**config.mk**
```make
export PLATFORM = sky130hd
export DESIGN_NAME = afe_ctrl
export DESIGN_NICKNAME = d
export VERILOG_FILES = /design/src/rtl/afe_ctrl.sv
export SDC_FILE = /design/constraint.sdc
export NUM_CORES = 1
export LEC_CHECK = 0
export ABC_AREA = 1
export CAP_MARGIN = 20
export CORE_MARGIN = 2
export CORE_UTILIZATION = 40
export CTS_CLUSTER_SIZE = 30
export DETAILED_ROUTE_END_ITERATION = 7
export PLACE_DENSITY = 0.68
export SKIP_LAST_GASP = 1
export SYNTH_ARGS = -nofsm -noshare
export SYNTH_HDL_FRONTEND = slang
export SYNTH_SLANG_ARGS = --single-unit
```
**constraint.sdc**
```tcl
create_clock -name CLK -period 1.9 [get_ports CLK]
set_input_delay 0.19 -clock CLK [delete_from_list [all_inputs] [get_ports CLK]]
set_output_delay 0.19 -clock CLK [all_outputs]
set_load 0.02 [all_outputs]
```
**src/rtl/afe_ctrl.sv**
```systemverilog
// ============================================================================
// afe_ctrl : SPI register slave with per-channel hit latches and counters
// Rev 1.0
// ============================================================================
`default_nettype none

module afe_ctrl #(
    parameter int N_CH   = 4,
    parameter int CNT_W  = 8,
    parameter int GPIO_W = 8
) (
    input  logic              CLK,
    input  logic              RST_B,
    input  logic              SCLK,
    input  logic              CS_B,
    input  logic              MOSI,
    output logic              MISO,
    input  logic [N_CH-1:0]   COMP,
    input  logic              INJ_IN,
    output logic              INJ_OUT,
    output logic [N_CH-1:0]   HIT,
    output logic [GPIO_W-1:0] GPIO,
    output logic              LED
);

    localparam int              IN_W    = N_CH + 4;
    localparam logic [CNT_W-1:0] CNT_MAX = '1;

    typedef enum logic [1:0] {
        ST_IDLE = 2'd0,
        ST_ADDR = 2'd1,
        ST_DATA = 2'd2,
        ST_DONE = 2'd3
    } state_t;

    // Synchroniser chain: meta -> sync, plus prev for edge detection
    logic [IN_W-1:0] meta_q, meta_d, sync_q, sync_d, prev_q, prev_d;

    state_t            state_q, state_d;
    logic [2:0]        bitcnt_q, bitcnt_d;
    logic [7:0]        shift_q, shift_d;
    logic [7:0]        sout_q, sout_d;
    logic              rw_q, rw_d;
    logic [6:0]        addr_q, addr_d;
    logic              miso_q, miso_d;
    logic [GPIO_W-1:0] gpio_q, gpio_d;
    logic [N_CH-1:0]   en_q, en_d;
    logic [N_CH-1:0]   hit_q, hit_d;
    logic [CNT_W-1:0]  cnt_q [N_CH];
    logic [CNT_W-1:0]  cnt_d [N_CH];

    logic              sclk_rise, sclk_fall, cs_rise, cs_fall, mosi_s, inj_s;
    logic [N_CH-1:0]   comp_s, comp_p, comp_rise, qual;
    logic              commit, clr;
    logic [6:0]        rd_addr;
    logic [7:0]        rdata;
    logic [N_CH-1:0]   en_wr;

    always_comb begin
        meta_d = {INJ_IN, COMP, MOSI, CS_B, SCLK};
        sync_d = meta_q;
        prev_d = sync_q;
    end

    assign sclk_rise = sync_q[0] & ~prev_q[0];
    assign sclk_fall = ~sync_q[0] & prev_q[0];
    assign cs_rise   = sync_q[1] & ~prev_q[1];
    assign cs_fall   = ~sync_q[1] & prev_q[1];
    assign mosi_s    = sync_q[2];
    assign comp_s    = sync_q[N_CH+2:3];
    assign comp_p    = prev_q[N_CH+2:3];
    assign inj_s     = sync_q[N_CH+3];
    assign comp_rise = comp_s & ~comp_p;

    // Address as it completes on the 8th ADDR-phase rising edge
    assign rd_addr = {shift_q[5:0], mosi_s};

    always_comb begin
        rdata = 8'h00;
        case (rd_addr)
            7'h00:   rdata = 8'(gpio_q);
            7'h01:   rdata = 8'(en_q);
            7'h02:   rdata = 8'(hit_q);
            default: rdata = 8'h00;
        endcase
        for (int c = 0; c < N_CH; c++) begin
            if (rd_addr == 7'(16 + c)) begin
                rdata = 8'(cnt_q[c]);
            end
        end
    end

    always_comb begin
        state_d  = state_q;
        bitcnt_d = bitcnt_q;
        shift_d  = shift_q;
        sout_d   = sout_q;
        rw_d     = rw_q;
        addr_d   = addr_q;
        miso_d   = miso_q;
        commit   = 1'b0;
        if (cs_rise) begin
            commit  = (state_q == ST_DONE) && !rw_q;
            state_d = ST_IDLE;
            miso_d  = 1'b0;
        end else begin
            case (state_q)
                ST_IDLE: begin
                    miso_d = 1'b0;
                    if (cs_fall) begin
                        state_d  = ST_ADDR;
                        bitcnt_d = 3'd0;
                    end
                end
                ST_ADDR: begin
                    miso_d = 1'b0;
                    if (sclk_rise) begin
                        shift_d  = {shift_q[6:0], mosi_s};
                        bitcnt_d = bitcnt_q + 3'd1;
                        if (bitcnt_q == 3'd7) begin
                            rw_d    = shift_q[6];
                            addr_d  = rd_addr;
                            sout_d  = shift_q[6] ? rdata : 8'h00;
                            state_d = ST_DATA;
                        end
                    end
                end
                ST_DATA: begin
                    if (sclk_fall) begin
                        miso_d = sout_q[7];
                        sout_d = {sout_q[6:0], 1'b0};
                    end
                    if (sclk_rise) begin
                        shift_d  = {shift_q[6:0], mosi_s};
                        bitcnt_d = bitcnt_q + 3'd1;
                        if (bitcnt_q == 3'd7) begin
                            state_d = ST_DONE;
                        end
                    end
                end
                default: begin
                    state_d = ST_DONE;
                end
            endcase
        end
    end

    // EN is an 8-bit register; channels above 7 keep their enable
    generate
        if (N_CH <= 8) begin : g_en_narrow
            assign en_wr = shift_q[N_CH-1:0];
        end else begin : g_en_wide
            assign en_wr = {en_q[N_CH-1:8], shift_q};
        end
    endgenerate

    always_comb begin
        gpio_d = gpio_q;
        en_d   = en_q;
        clr    = 1'b0;
        if (commit) begin
            case (addr_q)
                7'h00:   gpio_d = shift_q[GPIO_W-1:0];
                7'h01:   en_d   = en_wr;
                7'h03:   clr    = shift_q[0];
                default: clr    = 1'b0;
            endcase
        end
    end

    assign qual  = comp_rise & en_q & {N_CH{inj_s}};
    assign hit_d = inj_s ? (hit_q | qual) : '0;

    always_comb begin
        for (int c = 0; c < N_CH; c++) begin
            cnt_d[c] = cnt_q[c];
            if (clr) begin
                cnt_d[c] = '0;
            end else if (qual[c] && (cnt_q[c] != CNT_MAX)) begin
                cnt_d[c] = cnt_q[c] + CNT_W'(1);
            end
        end
    end

    always_ff @(posedge CLK or negedge RST_B) begin
        if (!RST_B) begin
            meta_q   <= '0;
            sync_q   <= '0;
            prev_q   <= '0;
            state_q  <= ST_IDLE;
            bitcnt_q <= 3'd0;
            shift_q  <= 8'h00;
            sout_q   <= 8'h00;
            rw_q     <= 1'b0;
            addr_q   <= 7'h00;
            miso_q   <= 1'b0;
            gpio_q   <= '0;
            en_q     <= '1;
            hit_q    <= '0;
            for (int c = 0; c < N_CH; c++) begin
                cnt_q[c] <= '0;
            end
        end else begin
            meta_q   <= meta_d;
            sync_q   <= sync_d;
            prev_q   <= prev_d;
            state_q  <= state_d;
            bitcnt_q <= bitcnt_d;
            shift_q  <= shift_d;
            sout_q   <= sout_d;
            rw_q     <= rw_d;
            addr_q   <= addr_d;
            miso_q   <= miso_d;
            gpio_q   <= gpio_d;
            en_q     <= en_d;
            hit_q    <= hit_d;
            for (int c = 0; c < N_CH; c++) begin
                cnt_q[c] <= cnt_d[c];
            end
        end
    end

    assign MISO    = miso_q & ~CS_B;
    assign INJ_OUT = INJ_IN;
    assign HIT     = hit_q;
    assign GPIO    = gpio_q;
    assign LED     = |hit_q;

endmodule

`default_nettype wire

```
After elaboration in Yosys (flattened, before gate mapping)
Cells that the tools add are included.

Add/sub/neg operators: 5. $mul: 0. Div/mod/pow operators: 0. Order comparisons: 0. Equal/unequal tests: 27. Shift-type cells: 0. Mux-type cells: 35. Bitwise gates (word level): 16. Reduce and logical (&&, ||, !) cells: 27.

Operators with widths (number): 8-bit 2-to-1 mux (16); 8-bit by 1-bit adder with 8-bit output (second input constant) (4); 8-bit inequality test (second input constant) (4); 7-bit by 5-bit == test with 1-bit output (second input constant) (4); 8-bit case mux with 3 select lines (1); 3-bit inequality test (second input constant) (6); 8-bit case mux with 2 select lines (1); 7-bit by 1-bit == test with 1-bit output (second input constant) (2); 7-bit by 2-bit == test with 1-bit output (second input constant) (2); 7-bit zero test (2); 4-bit AND (3); 2-bit 2-to-1 mux (6); 2-bit nonzero test (6); 5-bit AND reduction (2); 2-bit inequality test (second input constant) (4); 4-bit AND reduction (2); 3-bit 2-to-1 mux (2); 1-bit inverter (6); 2-bit case mux with 3 select lines (1); 3-bit case mux with 2 select lines (1); 2-bit AND reduction (3); 1-bit AND (5); 1-bit logical AND (5); 1-bit 2-to-1 mux (5); other kinds (15) (17).

Bits in registers: 101. Latch bits: 0. RAM bits: 0. Bits in read-only memories: 0. Output and inout bits: 15. Logic and storage cells: 127. Memories: 0.

Longest topological paths before layout
Depth after elaboration: 10. Depth in mapped cells: 11. Gate-level depth less buffers: 11.

Worst setup path after synthesis
No wires, ideal clock.

Path type: register to register. From: reg state_q[0]. To: reg bitcnt_q[0]. Arrival: 1499 ps. Data required time: 1773 ps. Path slack: 274 ps. Stages on the path, launching flop included: 9. Clock period less this slack: 1626 ps. Cell sequence: dfrtp_1 -> inv_1 -> ha_1 -> nand3_1 -> o31a_1 -> nor2_1 -> inv_1 -> nand2_1 -> o21ai_0.

Cells in the longest elaborated chain, start to end: 4.

RTL lines: from (decl) (RTL line 39) `state_t state_q, state_d;`; from (signal assigned) (RTL line 207) `state_q <= state_d;`; 2-bit == test / 2-bit by 1-bit == test with 1-bit output (equally long branches) (RTL line 107) `case (state_q)`; 2-bit OR reduction (no line); 2-bit by 1-bit inequality test with 1-bit output (no line) / 2-bit nonzero test (equally long branches); 4-bit AND reduction (no line); to (signal assigned) (RTL line 208) `bitcnt_q <= bitcnt_d;`; to (decl) (RTL line 40) `logic [2:0] bitcnt_q, bitcnt_d;`.

Parallel ways exist; a longest one is shown, timed or not. A chain may end at the register's enable or synchronous reset.

Final worst setup path
From: reg hit_q[2] (netlist: HIT[2]). To: out LED.

Cells in the longest elaborated chain, start to end: 1.

RTL lines: from (decl) (RTL line 48) `logic [N_CH-1:0] hit_q, hit_d;`; from (signal assigned) (RTL line 216) `hit_q <= hit_d;`; 4-bit OR reduction (RTL line 227) `assign LED = |hit_q;`; to (decl) (RTL line 23) `output logic LED`.

No other way between the ends.

==> tab_implementation.tex <==
\begin{tabular}{lr}
\hline
Metric & Value \\
\hline
\multicolumn{2}{l}{\textbf{Clocking}} \\
\quad Total number of H-tree levels & 3 \\
\quad Number of clock buffers inserted by TritonCTS & 9 \\
\quad Clock sink count & 100 \\
\quad Clock slew at reported path FFs & 80 ps \\
\quad CTS Buffer Depth & 2 \\
\quad Clock Root Buffer & clkbuf\_16 \\
\quad CTS tree & done \\
\quad Clk Latency, worst-skew pair & 350 ps \\
\multicolumn{2}{l}{\textbf{Detailed routing}} \\
\quad Via density & 5.25 \\
\quad Post-detailed-routing wire length & 11100 um \\
\quad First-pass detailed-route iteration total & 5 \\
\quad Iter 0 DRT Violations & 305 \\
\quad DRC violations left & 0 \\
\quad Routed wire per std cell & 14.4 um \\
\quad Total number of vias & 4042 \\
\quad Detail Route Antenna Nets & 0 \\
\multicolumn{2}{l}{\textbf{Floorplan}} \\
\quad Number of standard-cell rows in the floorplan & 40 \\
\quad Die width & 114 um \\
\quad Effective utilization at floorplan & 40.7\% \\
\quad Die area & 13100 sq um \\
\quad Top Ports & 25 \\
\quad Die outline height & 114 um \\
\quad Std-Cell Core Area & 12000 sq um \\
\multicolumn{2}{l}{\textbf{Setup path}} \\
\quad Capturing element of the worst setup path & LED \\
\quad Cells on worst reg2reg path & 7 \\
\quad Worst Setup End Kind & output port \\
\quad Reg2reg end & sout\_q[5]\$\_DFFE\_PN0P\_ \\
\quad Reg-to-reg critical path startpoint & shift\_q[5]\$\_DFFE\_PN0P\_ \\
\quad Register-to-register setup slack & 160 ps \\
\quad WS Path Type & reg -> out \\
\quad Critical path peak fanout & 3 \\
\quad Arrival time reported for the critical path endpoint & 1580 ps \\
\quad Required time of the critical path & 1710 ps \\
\quad CP Launch Type & register \\
\quad Worst Setup SP & HIT[2]\$\_DFF\_PN0\_ \\
\multicolumn{2}{l}{\textbf{STA}} \\
\quad Final clock skew & 14.2 ps \\
\quad Crit share post-route & 93.0\% \\
\quad Final number of setup-violating endpoints & 0 \\
\quad Tightest Pin Transition & 477 ps \\
\quad Min cycle time layout & 1770 ps \\
\quad Maximum clock rate & 566 MHz \\
\quad Rel. slew slack & 68.2\% \\
\quad Number of pins exceeding their max-slew limit in the final report & 0 \\
\quad Number of failing hold endpoints at the final stage & 0 \\
\multicolumn{2}{l}{\textbf{Global routing}} \\
\quad Antenna violations before repair & 0 \\
\quad Via count of the first global-routing pass & 3961 \\
\quad Global-route usage over all layers & 18.1\% \\
\quad Wire length of the first global-routing pass & 18700 um \\
\quad Pin count of the biggest net entering global routing & 48 \\
\quad Total congestion overflow & 0 \\
\multicolumn{2}{l}{\textbf{Min path}} \\
\quad Hold WC Path Type & in -> reg \\
\multicolumn{2}{l}{\textbf{Synth}} \\
\quad Post-Synthesis Mean Instance Area & 8.40 sq um \\
\quad Cell Area, Synth & 4870 sq um \\
\quad Number of different library cells in the post-synthesis netlist & 37 \\
\quad Gate count of the mapped netlist & 579 \\
\quad Top area cells in the synthesized netlist & dfrtp\_1, nand2\_1, o21ai\_0, inv\_1, nand3\_1 \\
\quad Share of Yosys cell area claimed by the top area cell type & 49.4\% \\
\quad Synth Warn \# & 0 \\
\quad Fraction of the yosys area taken by sequential cells & 51.5\% \\
\quad Mapped Nets & 603 \\
\quad Cell accounting for the most synthesized area & dfrtp\_1 \\
\quad Synthesized flop and latch total & 100 \\
\multicolumn{2}{l}{\textbf{Power and ir drop}} \\
\quad Highest ir drop seen on vdd & 0.574 mV \\
\quad Cell leakage power & 2.69 nW \\
\quad Power per cell area & 1140 nW/um\^{}2 \\
\multicolumn{2}{l}{\textbf{Cells and area}} \\
\quad Number of inserted filler cells in the final layout & 1128 \\
\quad Final net count & 642 \\
\quad N\_diodes & 0 \\
\quad End-of-flow core utilization & 47.8\% \\
\quad Fraction of final layout cells with drive strength greater than 1 & 10.8\% \\
\quad Area of all placed cells without fillers & 5720 sq um \\
\quad Area growth syn-to-layout & 17.5\% \\
\multicolumn{2}{l}{\textbf{Run status}} \\
\quad Outcome & complete, no violations \\
\multicolumn{2}{l}{\textbf{Place}} \\
\quad Post-placement cell area & 5330 sq um \\
\quad Placed wire-length estimate after detailed placement & 8220 um \\
\quad Number of buffers added on ports & 24 \\
\quad Weighted congestion at the end of routability-driven global placement & 0.924 \\
\multicolumn{2}{l}{\textbf{Flow run}} \\
\quad Reported max-cap violation count & 0 \\
\hline
\end{tabular}
## flip-flops by register name (all words and copies together) (netlist names)
register,count
addr_q,7
miso_q,1
en_q,4
sout_q,8
meta_q,8
HIT,4
GPIO,8
bitcnt_q,3
rw_q,1
state_q,2
shift_q,8
prev_q,6
prev_d,8
cnt_q,32
## what timing repair did
item,in CTS,in global routing
endpoints found under the hold margin,30,0
endpoints found under the setup margin,0,13
resized for setup,0,7
setup buffers,0,0
hold buffers,1,0
## how the worst min path moves through the flow
| stage | slack (ps) | cells after the start | end | start |
|---|---|---|---|---|
| 2_1_floorplan | -110 | 0 | GPIO[0]$_DFFE_PN0P_ | RST_B |
| 3_3_place_gp | 180 | 1 | addr_q[0]$_DFFE_PN0P_ | RST_B |
| 3_5_place_dp | 180 | 1 | shift_q[1]$_DFFE_PN0P_ | RST_B |
| 4_1_cts | 270 | 1 | meta_q[5]$_DFF_PN0_ | COMP[2] |
| 5_1_grt | 270 | 1 | meta_q[4]$_DFF_PN0_ | COMP[1] |
| 6_report | 280 | 1 | meta_q[5]$_DFF_PN0_ | COMP[2] |
## cell usage in the layout (no fill, tap or decap), types with 2 or more instances in the layout
master,netlist,final
nand2_1,118,118
dfrtp_1,96,96
inv_1,77,76
o21ai_0,58,58
nor2_1,47,45
nand3_1,42,42
a21oi_1,36,35
clkdlybuf4s50_1,0,23
ha_1,14,14
buf_4,5,13
nand4_1,12,12
nor3_1,12,12
clkbuf_16,0,9
inv_2,7,7
o21ai_1,7,7
a21oi_2,5,6
nand2_2,5,5
nor2_2,2,4
o211ai_1,4,4
dfstp_2,4,4
nor4_1,3,3
o21ai_2,3,3
bufinv_16,0,3
inv_6,0,3
nor3_2,2,2
a211oi_1,2,2
o21bai_1,2,2
## cell families (layout without fill, tap and decap cells)
kind of cell	count (synthesis)	count (layout)	share of synthesized area (%)
muxes	1	1	0.231
buffers and inverters	94	138	7.82
AOI/OAI and AO/OA	121	121	14.1
and+or+nand+nor	249	249	22.8
adders and majority gates	14	14	3.60
DFF	100	100	51.5
## layer usage
metal  vias up  GRT usage, %  part of all wire (%)
met5         -             0                     0
met4         0          6.91                   2.4
met3        20          3.92                   4.4
met2        96          29.7                    47
met1      1953          23.4                    46
li1       1973             -                     -
## Yosys cell counts
cell type / number
a211oi_1: 2
a21oi_1: 36
a21oi_2: 5
a31oi_4: 1
a32oi_1: 1
a41o_1: 1
and2_1: 1
and3_1: 1
buf_2: 1
buf_4: 5
buf_6: 1
clkbuf_1: 3
dfrtp_1: 96
dfstp_2: 4
ha_1: 14
inv_1: 77
inv_2: 7
mux2_2: 1
nand2_1: 118
nand2_2: 5
nand3_1: 42
nand3b_1: 1
nand4_1: 12
nand4_2: 1
nor2_1: 47
nor2_2: 2
nor2_4: 1
nor3_1: 12
nor3_2: 2
nor3_4: 1
nor4_1: 3
o211ai_1: 4
o21ai_0: 58
o21ai_1: 7
o21ai_2: 3
o21bai_1: 2
o31a_1: 1
## critical path: stages, from the launching register on
cell and delay (ps):
dfrtp_1 420, inv_1 70, nand4_1 120, clkdlybuf4s50_1 610
## layout make-up
type | count | area (sq um) | area share, %
Inverter | 84 | 318 | 5.56
Timing Repair Buffer | 38 | 358 | 6.26
Tap cell | 147 | 184 | 3.22
Multi-Input combinational cell | 385 | 2000 | 34.9
Sequential cell | 100 | 2510 | 43.9
Clock inverter | 6 | 116 | 2.04
Clock buffer | 10 | 239 | 4.18
## report_power, final
group / total [mW] / switching, mW / leakage [nW] / internal [mW]
clock: 2.17 / 0.832 / 0.174 / 1.34
combinational: 1.70 / 1.10 / 1.21 / 0.607
sequential: 2.64 / 0.220 / 1.30 / 2.42
total: 6.51 / 2.15 / 2.69 / 4.36
## metrics by stage
step / cells / worst slack [ps] / TNS, ps / total power [mW] / hold WS [ps]
detailed placement: 753 / 105 / 0 / 4.32 / 185
CTS: 770 / 77.0 / 0 / 6.51 / 267
global placement: 753 / 159 / 0 / 4.24 / 183
finish: 770 / 133 / 0 / 6.51 / 278
global route: 770 / -6.40 / -6.40 / 6.89 / 270
floorplan: 579 / 274 / 0 / 3.78 / -106
Note: power is estimated with default switching activity, not from simulation.
